===== src/rtl/serial_adder_sequencer.sv =====
// Bit-serial WIDTH-bit adder: one full_adder reused LSB-first, result after WIDTH RUN cycles.
// Operands and results use valid/ready handshakes; the result is held in DONE until out_ready is high.
`timescale 1ns/1ps

module full_adder (
  input  logic a,
  input  logic b,
  input  logic carry_in,
  output logic sum,
  output logic carry_out
);
  assign sum       = a ^ b ^ carry_in;
  assign carry_out = (a & b) | (a & carry_in) | (b & carry_in);
endmodule

module serial_adder_sequencer #(
  parameter int WIDTH = 8
) (
  input  logic             clk,
  input  logic             rst_n,
  input  logic             in_valid,
  output logic             in_ready,
  input  logic [WIDTH-1:0] in_a,
  input  logic [WIDTH-1:0] in_b,
  input  logic             in_carry,
  output logic             out_valid,
  input  logic             out_ready,
  output logic [WIDTH-1:0] out_sum,
  output logic             out_carry,
  output logic             busy
);

  localparam int CW = $clog2(WIDTH + 1);
  localparam logic [CW-1:0] LAST = CW'(WIDTH - 1);

  typedef enum logic [1:0] {
    IDLE = 2'd0,
    RUN  = 2'd1,
    DONE = 2'd2
  } state_t;

  state_t state, state_nxt;

  logic [WIDTH-1:0] a_sh, b_sh, sum_sh, sum_nxt;
  logic             carry_q;
  logic [CW-1:0]    cnt;
  logic [WIDTH-1:0] out_sum_q;
  logic             out_carry_q;
  logic             fa_sum, fa_cout;
  logic             accept, last_bit;

  full_adder u_fa (
    .a         (a_sh[0]),
    .b         (b_sh[0]),
    .carry_in  (carry_q),
    .sum       (fa_sum),
    .carry_out (fa_cout)
  );

  // Ripple increment built from XOR/AND so the full_adder stays the only adder.
  function automatic logic [CW-1:0] cnt_inc(input logic [CW-1:0] v);
    logic [CW-1:0] r;
    logic          c;
    c = 1'b1;
    for (int i = 0; i < CW; i++) begin
      r[i] = v[i] ^ c;
      c    = c & v[i];
    end
    return r;
  endfunction

  always_ff @(posedge clk or negedge rst_n) begin
    if (!rst_n) state <= IDLE;
    else        state <= state_nxt;
  end

  always_comb begin
    state_nxt = state;
    in_ready  = 1'b0;
    out_valid = 1'b0;
    busy      = 1'b0;
    case (state)
      IDLE: begin
        in_ready = 1'b1;
        if (in_valid) state_nxt = RUN;
      end
      RUN: begin
        busy = 1'b1;
        if (cnt == LAST) state_nxt = DONE;
      end
      DONE: begin
        busy      = 1'b1;
        out_valid = 1'b1;
        if (out_ready) state_nxt = IDLE;
      end
      default: state_nxt = IDLE;
    endcase
  end

  assign accept   = in_valid && in_ready;
  assign last_bit = (state == RUN) && (cnt == LAST);

  always_comb begin
    sum_nxt            = sum_sh >> 1;
    sum_nxt[WIDTH-1]   = fa_sum;
  end

  // Operands are sampled only on accept, so junk on in_a/in_b while idle never reaches state.
  always_ff @(posedge clk or negedge rst_n) begin
    if (!rst_n) begin
      a_sh        <= '0;
      b_sh        <= '0;
      sum_sh      <= '0;
      carry_q     <= 1'b0;
      cnt         <= '0;
      out_sum_q   <= '0;
      out_carry_q <= 1'b0;
    end else if (accept) begin
      a_sh    <= in_a;
      b_sh    <= in_b;
      carry_q <= in_carry;
      sum_sh  <= '0;
      cnt     <= '0;
    end else if (state == RUN) begin
      a_sh    <= a_sh >> 1;
      b_sh    <= b_sh >> 1;
      sum_sh  <= sum_nxt;
      carry_q <= fa_cout;
      cnt     <= cnt_inc(cnt);
      if (last_bit) begin
        out_sum_q   <= sum_nxt;
        out_carry_q <= fa_cout;
      end
    end
  end

  // Result registers only move on the final bit, so they hold the last result outside DONE.
  assign out_sum   = out_sum_q;
  assign out_carry = out_carry_q;

  a_hold_stable: assert property (@(posedge clk) disable iff (!rst_n)
    (out_valid && !out_ready) |=> (out_valid && $stable(out_sum) && $stable(out_carry)));

  a_no_accept_busy: assert property (@(posedge clk) disable iff (!rst_n)
    busy |-> !in_ready);

endmodule


===== config.mk =====
export PLATFORM = sky130hd
export DESIGN_NAME = serial_adder_sequencer
export DESIGN_NICKNAME = d
export VERILOG_FILES = /design/src/rtl/serial_adder_sequencer.sv
export SDC_FILE = /design/constraint.sdc
export NUM_CORES = 1
export LEC_CHECK = 0
export ABC_AREA = 1
export ABC_CLOCK_PERIOD_IN_PS = 1700
export BUFFER_PORTS_ARGS = -buffer_cell sky130_fd_sc_hd__clkbuf_2
export CAP_MARGIN = 20
export CORE_MARGIN = 4
export CORE_UTILIZATION = 50
export CTS_BUF_LIST = sky130_fd_sc_hd__clkbuf_4 sky130_fd_sc_hd__clkbuf_8
export DETAILED_ROUTE_END_ITERATION = 8
export GPL_ROUTABILITY_DRIVEN = 0
export PLACE_DENSITY = 0.75
export SYNTH_ARGS = -nofsm -noshare
export SYNTH_HDL_FRONTEND = slang
export SYNTH_SLANG_ARGS = --single-unit

===== constraint.sdc =====
create_clock -name clk -period 1.7 [get_ports clk]
set_input_delay 0.085 -clock clk [delete_from_list [all_inputs] [get_ports clk]]
set_output_delay 0.085 -clock clk [all_outputs]
set_load 0.05 [all_outputs]

Word level (Yosys, flattened, before mapping)
Index checks and enable logic that the tools add are counted.
Word-level totals
  register bits: 40
  bits of input ports: 21
  output and inout port bits: 12
Operators by class
  equal/unequal tests: 6
  mux-type cells: 17
  bitwise gates (word level): 14
  reductions and logical operators: 7
Operators by type and width (count)
  two-way mux 8 bit: 6
  two-way mux 4 bit: 2
  two-way mux 2 bit: 3
  one-hot mux 2 bit (3 select lines): 1
  AND reduction 3 bit: 2
  bitwise AND 1 bit: 5
  two-way mux 1 bit: 5
  XOR 1 bit: 5
  == test 4 x 3 -> 1 bit, second input constant: 1
  inequality test 2 bit, second input constant: 2
  == test 2 x 1 -> 1 bit, second input constant: 1
  == test 2 bit, second input constant: 1
  logical AND 1 bit: 2
  logical NOT 2 bit: 1
  inequality test 2 x 1 -> 1 bit, second input constant: 1
  NOT 1 bit: 2
  bitwise OR 1 bit: 2
  nonzero test 2 bit: 1
  OR reduction 2 bit: 1

Logic depth before layout (Yosys ltp)
Gate-level depths: netlist of the first run.
  depth after elaboration: 5
  gate-level depth with buffers: 8
  mapped depth without buffers: 8

By module
A second synthesis of the first run with hierarchy kept.
Unflattened totals
  cells, all modules: 197
  area total of the unflattened synthesis: 1773.0 um2
Modules (own cells, without submodules)
  serial_adder_sequencer: instances 1, cells each 196, area an instance 1752.9 um2
  full_adder: instances 1, cells each 1, area an instance 20.0 um2

Worst setup path after synthesis of the first run
OpenSTA, ideal clock, no wires.
  kind: flip-flop to flip-flop
  start: reg state[0]
  end: reg a_sh[3]
  library setup time: 0.124 ns
  data arrival time: 1.635 ns
  required time: 1.576 ns
  path slack: -0.058 ns
  stages on the path, launching flop included: 9
  path buffers: 1
  period minus slack after synthesis: 1.758 ns
  cell sequence: dfrtp_1 > inv_1 > ha_1 > nand2_2 > nand2_4 > inv_6 > buf_8 > nand2_1 > nand3_1
Between the ends
  longest elaborated chain between the ends: 4
  elaborated cells on any way between the ends: 6
  those cells by class: eq/ne: 1; mux: 2; reduce/logical: 3
Ends and longest elaborated chain
  start, declared: RTL line 42  | state_t state, state_nxt;
  start signal, assigned: RTL line 74  | else state <= state_nxt;
  logical NOT 2 bit *: RTL line 82  | case (state)
  two-way mux 1 bit *: RTL line 82
  net in_ready: RTL line 22  | output logic in_ready,
  logical AND 1 bit *: RTL line 100  | assign accept = in_valid && in_ready;
  two-way mux 8 bit or nonzero test 2 bit (tied branches)
  end signal, assigned: RTL line 119  | a_sh <= in_a;
  end signal, assigned: RTL line 125  | a_sh <= a_sh >> 1;
  end, declared: RTL line 44  | logic [WIDTH-1:0] a_sh, b_sh, sum_sh, sum_nxt;
Mark *: on every way through the listed nets, which the timed path passes. The rest lies on a longest branch.
A chain may end at the register's enable or synchronous reset.

Final worst setup path of the first run
  start: reg cnt[0]
  end: reg state[1]
Between the ends
  longest elaborated chain between the ends: 3
Ends and longest elaborated chain
  start, declared: RTL line 46  | logic [CW-1:0] cnt;
  start signal, assigned: RTL line 129  | cnt <= cnt_inc(cnt);
  == test 4 x 3 -> 1 bit: RTL line 89  | if (cnt == LAST) state_nxt = DONE;
  inequality test 2 x 1 -> 1 bit (no line)
  AND reduction 3 bit (no line)
No other way between the ends.

==> results by group, run 1 <==
Power
  • Pwr Density: 1441 mW/mm^2
  • Switch Pwr: 1347 uW
  • Worst IR drop on VDD: 0.0006443 V
  • Sequential share of power: 43.9%
  • Pleak: 0.001169 uW
  • Switching portion of total power: 42.96%
  • Int Pwr: 1788 uW
  • Clock power frac: 14.9%
  • Share of total power in combinational logic: 41.2%

Layout
  • Area of the multi-input gates: 663.1 um^2
  • FILL cells: 304
  • Final nets: 278
  • Post-Layout Inst Area: 0.002175 mm^2
  • Share of post-route cells with drive strength above 1: 20.72%
  • Antenna diodes: 0
  • FF/Latch Area: 975.9 um^2
  • Area grow syn2layout: 23.35%

Synthesis
  • Synth area leader: dfrtp_1
  • Ys flop type: dfrtp_1
  • Number of distinct library cells after synthesis: 20
  • Post-synth EDFFs: 0
  • Synth Register Bits: 39
  • Syn. warnings: 0
  • Area share of the largest cell type after synthesis: 55.36%
  • Avg Inst Size Synth: 8.949 um^2
  • Ys async rst share: 100.0%
  • Post-synthesis cell area: 0.001763 mm^2
  • Post-synthesis sequential area ratio: 55.36%
  • Top cells by area, synth: dfrtp_1 (55%), nand2_1 (19%), nand3_1 (5.1%)
  • Syn_nets: 225
  • Post-synthesis cell count: 197

Min path
  • Hold Crit Class: in2reg

CTS
  • Setup bufs post-CTS: 0
  • CTS Buffer Depth: 2
  • Clock transition at path regs: 0.11 ns
  • Clock root buffer: clkbuf_4
  • Clock latency on the worst-skew pair: 0.34 ns
  • CTS tree: built
  • CTS buffer count: 5
  • Sink Count: 39
  • H-tree depth: 2

Timing
  • Slew Viols, Final: 0
  • FMAX: 0.6721 GHz
  • Setup WS post-layout: 0.2121 ns
  • Hold_ws: 0.1212 ns
  • Final Skew: 0.005609 ns
  • Final period util: 87.53%
  • Final setup vio count: 0
  • Post-route setup TNS: 0 ns
  • Final worst path period need: 1.488 ns
  • Slew Limit Headroom: 63.94%
  • RSZ-0062 raised after global routing: false
  • Least-Margin Pin Slew: 0.5409 ns
  • Fin. Hold Viols: 0

Place
  • Port Buf Inserts: 32
  • DP Area: 0.001937 mm^2
  • Pre-CTS setup slack: 0.2188 ns
  • Hpwl dp: 2344 um

GRT
  • Vias in the first global route: 1390
  • Global Route Usage Sum: 16.74%
  • Initial antenna violation count: 0
  • Pin count of the biggest net entering global routing: 24
  • Gr ovfl total: 0
  • First-pass GRT wire length: 5685 um

Drt
  • Total wire length: 3292 um
  • Starting DRT DRC Count: 86
  • DRT antenna net count: 0
  • Via density: 4.771
  • DRC Markers: 0
  • Drt first pass iters: 4
  • WL/cell: 11.08 um
  • Routed via count: 1417

Die
  • Io pins: 33
  • Initial Util: 52.42%
  • Cell Rows: 21
  • Chip height: 67.38 um
  • Core box area: 0.003363 mm^2
  • Die W: 67.38 um
  • Die ar.: 0.004540 mm^2

Worst setup path
  • R2R setup slack: 0.21 ns
  • WS Path Type: reg2reg
  • Critical path launch point type: flop
  • Crit-path slowest cell: dfrtp_1
  • Bufs and invs on worst path: 0
  • CP cell instances: ha_1 -> nand3_1 -> nand2_1 -> nand2_1 -> nand2_1 -> nand2_1
  • Worst path arrival time: 1.73 ns
  • Crit path max-delay family: simple AND/OR/NAND/NOR gates
  • Worst path max stage delay: 0.39 ns
  • Worst setup EP type: flop
  • CP dominant cell by count: nand2_1
  • Worst Path Max Fanout: 11
  • CP required: 1.94 ns

Run
  • Maxcap violations: 0

Run status
  • Status: finished clean
==> repair_timing <==
action                                 4_1_cts  5_1_grt
setup endpoints to repair                    0        0
hold buffers                                18        0
endpoints found under the hold margin       38        0
resized for setup                            0        0
==> layer usage <==
layer | vias to the layer above | GRT usage, % | routed length, um
met4 | 0 | 6.835 | 59
li1 | 729 | - | -
met2 | 32 | 28.59 | 1587
met3 | 7 | 4.160 | 139
met5 | - | 0 | 0
met1 | 649 | 20.17 | 1506
==> final timing paths <==
check | startpoint | endpoint | cells past startpoint
worst min-delay path | in_valid | cnt[3] | 4
max in group asynchronous | rst_n | state[0] | 3
worst max-delay path | cnt[0] | state[1] | 6
worst min register to register | sum_sh[3] | out_sum[2] | 2
worst max register to register | cnt[0] | state[1] | 6
min in group asynchronous | rst_n | sum_sh[6] | 2
==> registers in the layout (all words and copies together) (netlist names) <==
signal     cells
cnt            4
out_carry      1
state          2
sum_sh         7
out_sum        8
a_sh           8
carry_q        1
b_sh           8
==> Yosys cell counts, types with 2 or more instances <==
library cell,count
nand2_1,88
dfrtp_1,39
buf_6,3
o21ai_1,3
nand2_4,2
nand3_1,18
o21ai_0,9
ha_1,6
o22ai_1,5
inv_2,3
inv_1,12
==> worst min-delay path: stages <==
cell	delay, ns
clkbuf_2	0.10
nand2_2	0.11
o21ai_0	0.09
a21oi_1	0.04
==> cell type report <==
class / count / area share (%)
Inverter: 16 / 2.992
Multi-Input combinational cell: 136 / 30.49
Clock inverter: 2 / 0.5754
Sequential cell: 39 / 44.88
Timing Repair Buffer: 52 / 16.34
Tap cell: 46 / 2.647
Clock buffer: 6 / 2.071
==> cells by family after synthesis <==
group / count (synthesis) / share of synthesized area, %
and+or+nand+nor: 110 / 26.12
AOI/OAI and AO/OA: 19 / 5.961
adders and majority gates: 7 / 5.394
DFF: 39 / 55.36
buffers and inverters: 22 / 7.168
==> metrics by stage <==
stage,util (%),total power (uW),instances
after CTS,64.66,3169,297
after global routing,64.66,3415,297
after global placement,57.59,2607,271
final,64.66,3134,297
after floorplan,-,2505,197
after detailed placement,57.59,2671,271
==> power by group through the flow <==
stage	registers [uW]	logic (uW)	clock network [uW]
detailed placement	1390	1280	0
CTS	1380	1310	481
finish	1380	1290	466
floorplan	1370	1130	0
global placement	1380	1230	0
global route	1420	1480	525
==> cells in the final DEF (no fill, tap or decap) <==
cell	instances
nand2_1	88
dfrtp_1	39
clkbuf_2	32
nand3_1	18
dlygate4sd3_1	18
inv_1	12
o21ai_0	9
clkbuf_4	6
o22ai_1	5
ha_1	5
o21ai_1	3
inv_2	3
nand2_4	2
buf_4	2
nand2_2	1
a21oi_1	1
nor2_4	1
inv_6	1
o21ai_2	1
fa_1	1
ha_2	1
clkinvlp_4	1
clkinv_2	1
No activity file was read; power rests on OpenSTA's default activity.
==> inputs of run 2 (changes only) <==
--- a/config.mk
+++ b/config.mk
@@ -17,4 +17,5 @@
 export PLACE_DENSITY = 0.75
 export SYNTH_ARGS = -nofsm -noshare
 export SYNTH_HDL_FRONTEND = slang
+export SYNTH_HIERARCHICAL = 1
 export SYNTH_SLANG_ARGS = --single-unit
==> run 2 against run 1 <==
Effect of this change:
- core utilization is 0.058 points lower
- hold slack better by 0.0087 ns
- area after synthesis is 0.57% higher
- combinational power hardly changed
- first-iteration DRC count is 29% higher
- maximum frequency is 0.24% lower
==> results by group, run 2 <==
Timing
  • Final worst path period need: 1.491 ns (was 1.488 ns)
  • Slew Viols, Final: 0 (unchanged)
  • Least-Margin Pin Slew: 0.4941 ns (was 0.5409 ns)
  • Post-route setup TNS: 0 ns (unchanged)
  • FMAX: 0.6705 GHz (was 0.6721 GHz)
  • Final Skew: 0.01758 ns (was 0.005609 ns)
  • Hold_ws: 0.1300 ns (was 0.1212 ns)
  • Slew Limit Headroom: 66.96% (was 63.94%)
  • Final setup vio count: 0 (unchanged)
  • Fin. Hold Viols: 0 (unchanged)
  • Final period util: 87.74% (was 87.53%)
  • RSZ-0062 raised after global routing: false (unchanged)

Die
  • Core box area: 0.003390 mm^2 (was 0.003363 mm^2)
  • Initial Util: 52.31% (was 52.42%)
  • Die ar.: 0.004562 mm^2 (was 0.004540 mm^2)
  • Chip height: 67.55 um (was 67.38 um)
  • Die W: 67.55 um (was 67.38 um)
  • Io pins: 33 (unchanged)
  • Cell Rows: 21 (unchanged)

Layout
  • Final Util: 64.60% (was 64.66%)
  • Most common cell after layout, fill and taps aside: nand2_1 (unchanged)
  • Area grow syn2layout: 23.50% (was 23.35%)
  • Share of post-route cells with drive strength above 1: 21.60% (was 20.72%)
  • Antenna diodes: 0 (unchanged)
  • Commonest cells after routing, fill and taps aside: nand2_1 (87), dfrtp_1 (39), clkbuf_2 (32) (was nand2_1 (88), dfrtp_1 (39), clkbuf_2 (32))
  • Final nets: 277 (was 278)

Synthesis
  • Syn_nets: 225 (unchanged)
  • Area share of the largest cell type after synthesis: 55.05% (was 55.36%)
  • Syn. warnings: 6 (was 0)
  • Synth Register Bits: 39 (unchanged)
  • Post-synthesis cell area: 0.001773 mm^2 (was 0.001763 mm^2)
  • Count leader, synth: nand2_1 (unchanged)
  • Post-synthesis sequential area ratio: 55.05% (was 55.36%)
  • Synth area leader: dfrtp_1 (unchanged)
  • Ys flop type: dfrtp_1 (unchanged)
  • Post-synth EDFFs: 0 (unchanged)
  • Top cells by area, synth: dfrtp_1 (55%), nand2_1 (18%), nand3_1 (4.8%) (was dfrtp_1 (55%), nand2_1 (19%), nand3_1 (5.1%))
  • Synth cell count leaders: nand2_1 (87), dfrtp_1 (39), nand3_1 (17) (was nand2_1 (88), dfrtp_1 (39), nand3_1 (18))
  • Ys async rst share: 100.0% (unchanged)
  • Avg Inst Size Synth: 9.000 um^2 (was 8.949 um^2)
  • Number of distinct library cells after synthesis: 21 (was 20)
  • Post-synthesis cell count: 197 (unchanged)

Drt
  • Routed via count: 1388 (was 1417)
  • DRC Markers: 0 (unchanged)
  • Total wire length: 3216 um (was 3292 um)
  • Starting DRT DRC Count: 111 (was 86)
  • Via density: 4.689 (was 4.771)
  • WL/cell: 10.86 um (was 11.08 um)
  • DRT antenna net count: 0 (unchanged)
  • Drt first pass iters: 4 (unchanged)

Power
  • Pleak: 0.001176 uW (was 0.001169 uW)
  • Sequential share of power: 43.0% (was 43.9%)
  • Clock power frac: 16.9% (was 14.9%)
  • Total power draw: 3186 uW (was 3134 uW)
  • Switching portion of total power: 41.86% (was 42.96%)
  • Pwr Density: 1455 mW/mm^2 (was 1441 mW/mm^2)
  • Worst IR drop on VDD: 0.0007909 V (was 0.0006443 V)
  • Int Pwr: 1852 uW (was 1788 uW)
  • Share of total power in combinational logic: 40.1% (was 41.2%)
  • Switch Pwr: 1334 uW (was 1347 uW)

Place
  • Hpwl dp: 2080 um (was 2344 um)
  • Port Buf Inserts: 32 (unchanged)

CTS
  • CTS Buffer Depth: 2 (unchanged)
  • Setup bufs post-CTS: 0 (unchanged)
  • Clock latency on the worst-skew pair: 0.34 ns (about the same)
  • Clock transition at path regs: 0.13 ns (was 0.11 ns)
  • Sink Count: 39 (unchanged)
  • H-tree depth: 2 (unchanged)
  • CTS buffer count: 5 (unchanged)
  • Resized Gates After CTS: 0 (unchanged)
  • Clock root buffer: clkbuf_4 (unchanged)
  • CTS tree: built (unchanged)
  • Hold buffers post-CTS: 18 (unchanged)

GRT
  • Pin count of the biggest net entering global routing: 40 (was 24)
  • Vias in the first global route: 1348 (was 1390)
  • Gr ovfl total: 0 (unchanged)
  • Initial antenna violation count: 0 (unchanged)
  • First-pass GRT wire length: 5644 um (was 5685 um)
  • Global Route Usage Sum: 16.32% (was 16.74%)

Worst setup path
  • WS Path Type: reg2reg (unchanged)
  • Worst setup EP type: flop (unchanged)
  • Worst Path Max Fanout: 11 (unchanged)
  • Critical path launch point type: flop (unchanged)
  • CP required: 1.98 ns (was 1.94 ns)
  • Worst path arrival time: 1.77 ns (was 1.73 ns)

Min path
  • Hold Crit Class: in2reg (unchanged)

Run
  • Maxcap violations: 0 (unchanged)

Run status
  • Status: finished clean (unchanged)
run 2: cell types whose count changed after synthesis, sizes merged:
cell    previous run  this run
buf                6         4
clkbuf             0         2
run 2: cell families (layout without fill, tap and decap cells):
family | Yosys count | after routing | synth area share (%)
flip-flops | 39 | 39 | 55.05
AND/OR/NAND/NOR | 110 | 110 | 26.39
adder cells (fa/ha/maj) | 7 | 7 | 5.363
buffers and inverters | 22 | 75 | 7.269
AO/OA/AOI/OAI | 19 | 19 | 5.927
run 2: final cells by class:
type                       instances  area [um^2]
timing repair buffer              51        347.8
multi-input combinational        136        670.6
clock inverter                     1        7.507
clock buffer                       7        65.06
tap                               46        57.56
inverter                          16        65.06
fill                             305         1200
sequential                        39        975.9
run 2: power by group through the flow:
stage | sequential (uW) | clock, uW | combinational [uW]
after floorplan | 1380 | 0 | 1140
after global placement | 1380 | 0 | 1250
after detailed placement | 1390 | 0 | 1260
after CTS | 1370 | 556 | 1290
after global routing | 1410 | 599 | 1450
final | 1370 | 540 | 1280
run 2: routing by layer:
layer  wire length [um]  up-vias  GRT usage [%]
li1                   -      722              -
met1               1500      632          20.92
met2               1524       27          25.88
met3                128        7          4.493
met4                 63        0          6.835
met5                  0        -              0
run 2: final timing paths:
kind	start	endpoint	slack, ns	cells past startpoint
setup / recovery	cnt[0]	out_sum[4]	0.21	5
max in group asynchronous	rst_n	state[0]	1.03	3
hold / removal	in_valid	cnt[3]	0.13	4
min in group asynchronous	rst_n	b_sh[3]	0.32	3
hold reg to reg	sum_sh[4]	out_sum[3]	0.48	2
setup reg to reg	cnt[0]	out_sum[4]	0.21	5
run 2: through the flow:
stage | cells | worst slack, ns | area, um^2
floorplan | 197 | 0.1379 | 1775
global placement | 270 | 0.2652 | 1937
detailed placement | 270 | 0.2436 | 1937
CTS | 296 | 0.2102 | 2190
global route | 296 | 0.03945 | 2190
finish | 296 | 0.2085 | 2190
run 2: worst max-delay path, stage by stage (launching register included):
cell	delay (ns)
dfrtp_1	0.39
ha_1	0.18
nand3_1	0.36
nor2_4	0.32
nand2_1	0.10
nand2_1	0.07
